--- src/rtl/hazard_ctrl_pkg.sv ---
// Shared pipeline definitions: hazard controller FSM states and the
// architectural zero register.
package hazard_ctrl_pkg;

  typedef enum logic {
    RUN  = 1'b0,
    WAIT = 1'b1
  } state_t;

  localparam logic [4:0] REG_ZERO = 5'd0;

endpackage

--- src/rtl/hazard_ctrl_sat_counter.sv ---
// Saturating up-counter with increment enable; holds at all-ones.
module sat_counter #(
  parameter int CNT_W = 16
) (
  input  logic             clk,
  input  logic             reset,
  input  logic             inc,
  output logic [CNT_W-1:0] count
);

  always_ff @(posedge clk or posedge reset) begin
    if (reset) begin
      count <= '0;
    end else if (inc && (count != '1)) begin
      count <= count + CNT_W'(1);
    end
  end

endmodule

--- src/rtl/hazard_ctrl.sv ---
// Pipeline hazard controller: load-use bubbles, MEM-stage redirects and
// memory-busy freezes, plus saturating debug counters and a timeout flag.
module hazard_ctrl
  import hazard_ctrl_pkg::*;
#(
  parameter int CNT_W    = 16,
  parameter int MAX_WAIT = 255
) (
  input  logic             clk,
  input  logic             reset,
  input  logic             id_ex_memread,
  input  logic [4:0]       id_ex_rt,
  input  logic [4:0]       if_id_rs,
  input  logic [4:0]       if_id_rt,
  input  logic             if_id_uses_rt,
  input  logic             branch_taken_mem,
  input  logic             jump_mem,
  input  logic             dmem_busy,
  output logic             pc_write,
  output logic             if_id_write,
  output logic             if_id_flush,
  output logic             id_flush_lwstall,
  output logic             id_flush_branch,
  output logic             ex_flush,
  output logic             pc_redirect,
  output logic             pipe_freeze,
  output logic [CNT_W-1:0] stall_cnt,
  output logic [CNT_W-1:0] flush_cnt,
  output logic [CNT_W-1:0] wait_cnt,
  output logic             timeout_err
);

  localparam int BW = (MAX_WAIT < 2) ? 1 : $clog2(MAX_WAIT + 1);

  state_t        state;
  logic          pending;
  logic [BW-1:0] busy_run;
  logic [BW-1:0] run_next;
  logic          lw_hazard;
  logic          redirect;

  assign lw_hazard = id_ex_memread && (id_ex_rt != REG_ZERO) &&
                     ((id_ex_rt == if_id_rs) ||
                      (if_id_uses_rt && (id_ex_rt == if_id_rt)));

  // A redirect seen during a freeze is parked in pending and replayed later.
  assign redirect = branch_taken_mem || jump_mem || pending;

  always_comb begin
    pc_write         = 1'b0;
    if_id_write      = 1'b0;
    if_id_flush      = 1'b0;
    id_flush_lwstall = 1'b0;
    id_flush_branch  = 1'b0;
    ex_flush         = 1'b0;
    pc_redirect      = 1'b0;
    pipe_freeze      = 1'b0;
    if (dmem_busy) begin
      pipe_freeze = 1'b1;
    end else if (redirect) begin
      pc_redirect     = 1'b1;
      pc_write        = 1'b1;
      if_id_flush     = 1'b1;
      id_flush_branch = 1'b1;
      ex_flush        = 1'b1;
    end else if (lw_hazard) begin
      id_flush_lwstall = 1'b1;
    end else begin
      pc_write    = 1'b1;
      if_id_write = 1'b1;
    end
  end

  // Length of the busy run including the current cycle, held at MAX_WAIT.
  always_comb begin
    run_next = (state == WAIT) ? busy_run : '0;
    if (run_next != BW'(MAX_WAIT)) begin
      run_next = run_next + BW'(1);
    end
  end

  always_ff @(posedge clk or posedge reset) begin
    if (reset) begin
      state       <= RUN;
      pending     <= 1'b0;
      busy_run    <= '0;
      timeout_err <= 1'b0;
    end else if (dmem_busy) begin
      state    <= WAIT;
      pending  <= pending || branch_taken_mem || jump_mem;
      busy_run <= run_next;
      if (run_next == BW'(MAX_WAIT)) begin
        timeout_err <= 1'b1;
      end
    end else begin
      state    <= RUN;
      busy_run <= '0;
      if (redirect) begin
        pending <= 1'b0;
      end
    end
  end

  sat_counter #(.CNT_W(CNT_W)) u_stall_cnt (
    .clk   (clk),
    .reset (reset),
    .inc   (id_flush_lwstall),
    .count (stall_cnt)
  );

  sat_counter #(.CNT_W(CNT_W)) u_flush_cnt (
    .clk   (clk),
    .reset (reset),
    .inc   (pc_redirect),
    .count (flush_cnt)
  );

  sat_counter #(.CNT_W(CNT_W)) u_wait_cnt (
    .clk   (clk),
    .reset (reset),
    .inc   (pipe_freeze),
    .count (wait_cnt)
  );

endmodule

--- config.mk ---
export PLATFORM = sky130hd
export DESIGN_NAME = hazard_ctrl
export DESIGN_NICKNAME = d
export VERILOG_FILES = /design/src/rtl/hazard_ctrl_pkg.sv /design/src/rtl/hazard_ctrl_sat_counter.sv /design/src/rtl/hazard_ctrl.sv
export SDC_FILE = /design/constraint.sdc
export NUM_CORES = 1
export LEC_CHECK = 0
export ABC_AREA = 0
export CAP_MARGIN = 20
export CELL_PAD_IN_SITES_DETAIL_PLACEMENT = 1
export CELL_PAD_IN_SITES_GLOBAL_PLACEMENT = 2
export CORE_UTILIZATION = 31
export DETAILED_ROUTE_END_ITERATION = 10
export GPL_TIMING_DRIVEN = 1
export PLACE_DENSITY_LB_ADDON = 0.1
export SYNTH_ARGS = -nofsm -noshare
export SYNTH_HDL_FRONTEND = slang
export SYNTH_HIERARCHICAL = 1
export SYNTH_SLANG_ARGS = --single-unit
--- constraint.sdc ---
create_clock -name clk -period 2.6 [get_ports clk]
set_input_delay 0.52 -clock clk [delete_from_list [all_inputs] [get_ports clk]]
set_output_delay 0.52 -clock clk [all_outputs]
set_load 0.005 [all_outputs]
==> summary.md <==
| Metric | Value |
|---|---|
| Residual DRC | `0` |
| RR Startpoint | `pending` |
| Filler Cell Count | `approximately 1200` |
| Cell count after synthesis | `320` |
| Initial core utilization | `about a third` |
| Flop-to-flop setup slack | `just under 600 ps` |
| Via count | `2800` |
| Worst Reg-to-Reg Cells | `9` |
| CORE AREA | `~10000 µm²` |
| Clk pin slew, worst setup/hold paths | `about 70 ps` |
| Top cells by area, synth | `dfrtp_1, xnor2_1, nand4_1` |
| Slowest CP cell | `or4_1` |
| Post-synth EDFFs | `0` |
| Post-Route WL | `just under 9000 µm` |
| Min Tclk post-route | `around 2500 ps` |
| Skew-Pair Late Insertion Delay | `about 350 ps` |
| Reg2reg end | `u_stall_cnt/count[14]` |
| Die Footprint | `11200 µm²` |
| Worst hold path class | `register to register` |
| Synth Flop Type | `dfrtp_1` |
| Kind of critical path | `input pin to output port` |
| H-Tree Depth | `3` |
| Crit-path max FO | `2` |
| Synth unique cells | `45` |
| Pwr dens | `~600 nW/µm²` |
| Vias in the first global route | `2912` |
| Clk buf depth | `2` |
| RePlAce Congestion | `between 0.8 and 0.9` |
| Slew headroom | `a little under three fifths` |
| Critical Path End | `pc_write` |
| Least-Margin Pin Slew | `between 600 and 700 ps` |
| Die Wd | `roughly 110 µm` |
| DP Area | `4320 µm²` |
| Synth async-reset ratio | `100%` |
| GR Util met3 | `about 3.3%` |
| Top-count cell post-synth | `dfrtp_1` |
| Number of synthesized register bits | `just under 60` |
| Layout cells sized above 1 | `between 10% and 20%` |
| Cell Chain, Critical Path | `dlygate4sd2_1 > or4_1 > o21a_1 > buf_4 > a31oi_1 > clkdlybuf4s15_1` |
| Top cell type by total area after synthesis | `dfrtp_1` |
| CTS buffer count | `9` |
| I/O pin count | `about 80` |
| HPWL Detailed | `about 6300 µm` |
| DRT antenna net count | `0` |
| Finished Layout Cells | `between 500 and 600` |
| Count of input and output buffers | `78` |
| CP Launch Type | `input pin` |
| Maximum clock rate | `roughly 400 MHz` |
| DR WL/cell | `about 16 µm` |
| Yosys warning count | `6` |
| CP arrival | `2000 ps` |
| Final worst-path cycle share | `a little over nine tenths` |
| CTS tree | `done` |
| Total grt overflow | `0` |
| Synthesized area | `3340 µm²` |
| Layout Nets | `442` |
| Status | `completed` |
| Maximum vdd drop | `~0.37 mV` |
| Leak pwr | `between 1.5 and 2 nW` |
| Die height | `~110 µm` |
| Final Hold Vio Count | `0` |
| Grt met1 use | `23.7%` |
| DR vias/cell | `5.03` |
| Share of the synthesized area in the top cell type | `44.2%` |
| Met2 GRT Util | `~25%` |
| Clock Sinks | `59` |
| Global route hottest layer | `met2` |
| Num rows | `37` |
| GRT Total Usage | `around 17%` |
| Slew Limit Fails | `0` |
| CTS root buffer | `clkbuf_8` |
| Post-route cell area | `4570 µm²` |
| Area Growth Syn to Fin | `37.0%` |
| Net Count, Synth | `346` |
| Clock Skews | `roughly 10 ps` |
| Antenna cell count | `0` |
| Final setup viols | `0` |
| Critical path required time | `~2100 ps` |
| Max Cap Viol | `0` |
| Crit. Startpoint | `id_ex_rt[2]` |
| Mean Syn Cell Area | `between 10 and 15 µm²` |
| Hold-fix buffers at CTS | `0` |
| # placed instances | `approximately 540` |
| Initial antenna violation count | `0` |
| Sequential area share after synthesis | `44.2%` |
| Worst setup EP type | `output port` |
| DR iter-0 viols | `slightly above 80` |
| Largest net degree at the start of global routing | `17` |
| FF+latch area | `about 1500 µm²` |
| First-pass GRT wire length | `15000 µm` |
| Synth cell count leaders | `dfrtp_1, xnor2_1, nand2_1` |
| First-pass detailed-route iteration total | `4` |
| Max incr delay on CP | `510 ps` |
| Area of the multi-input gates | `approximately 1800 µm²` |
==> cells in the final DEF (no fill, tap or decap), types with 6 or more instances in the layout <==
cell type	n
and3_1	13
dlygate4sd2_1	6
nand3_1	23
xnor2_1	44
buf_4	18
inv_1	7
dfrtp_1	59
mux2_2	6
clkdlybuf4s50_1	70
mux2i_1	6
a21oi_1	10
clkbuf_8	11
nand4_1	21
nor2_1	14
nand2_1	29
and2_1	6
and4_1	8
==> routing by layer <==
metal,vias up,routed length [µm]
li1,1344,-
met1,1361,4250
met2,83,3830
met3,12,407
met4,0,167
met5,-,0
==> metrics by stage <==
step | worst slack [ps] | hold WS (ps) | power [mW] | setup TNS, ps | util [%]
after floorplan | 336 | 372 | 1.45 | 0 | -
after global placement | -252 | 460 | 1.81 | -2290 | 41.7
after global routing | -2.92 | 521 | 2.93 | -2.92 | 44.1
after detailed placement | -319 | 466 | 1.82 | -3030 | 41.7
final | 79.7 | 477 | 2.77 | 0 | 44.1
after CTS | 20.7 | 485 | 2.82 | 0 | 44.0
==> worst max-delay path: cells and delay by family <==
kind / cells / cell delay (ps)
buffers and inverters: 3 / 620
AOI/OAI and AO/OA: 2 / 350
and+or+nand+nor: 1 / 510
==> sequential cells by signal (all words and copies together), names as in the netlist <==
register and flops:
pending 1, u_flush_cnt/count 16, busy_run 8, state 1, timeout_err 1, u_stall_cnt/count 16, u_wait_cnt/count 16
==> where the power goes <==
| group | switching [mW] | total (mW) | internal [mW] | leakage, nW |
|---|---|---|---|---|
| registers | 0.177 | 1.20 | 1.03 | 0.792 |
| logic | 0.226 | 0.592 | 0.366 | 1.07 |
| clock network | 0.388 | 0.975 | 0.587 | 0.119 |
| total | 0.790 | 2.77 | 1.98 | 1.98 |
==> repair_timing <==
item,CTS,global route
buffers inserted,2,1
hold endpoints to repair,0,0
resized for setup,9,5
pin swaps,2,5
endpoints found under the setup margin,3,4
==> how the worst min path moves through the flow <==
stage | startpoint | endpoint | slack (ps) | cells after the start
floorplan | reset | busy_run[0] | 370 | 1
global placement | timeout_err | timeout_err | 460 | 1
detailed placement | timeout_err | timeout_err | 470 | 1
CTS | timeout_err | timeout_err | 490 | 1
global route | timeout_err | timeout_err | 520 | 1
finish | timeout_err | timeout_err | 480 | 1
==> layout make-up <==
type                       instances  share of cell area, %
tap                              136                   3.72
sequential                        59                   32.3
clock inverter                     5                   1.64
multi-input combinational        243                   38.7
clock buffer                      11                   3.31
timing repair buffer              96                   19.8
inverter                           7                  0.575
==> cell families (layout without fill, tap and decap cells) <==
family	after synthesis	in the layout	share of synthesized area (%)
flops	59	59	44.2
xor+xnor	46	46	12.1
simple gates	153	153	29.4
mux	13	13	4.27
compound gates	27	27	5.36
fa+ha+maj	4	4	1.50
buf+inv	18	119	3.11
Power figures use the tool's default switching activity.
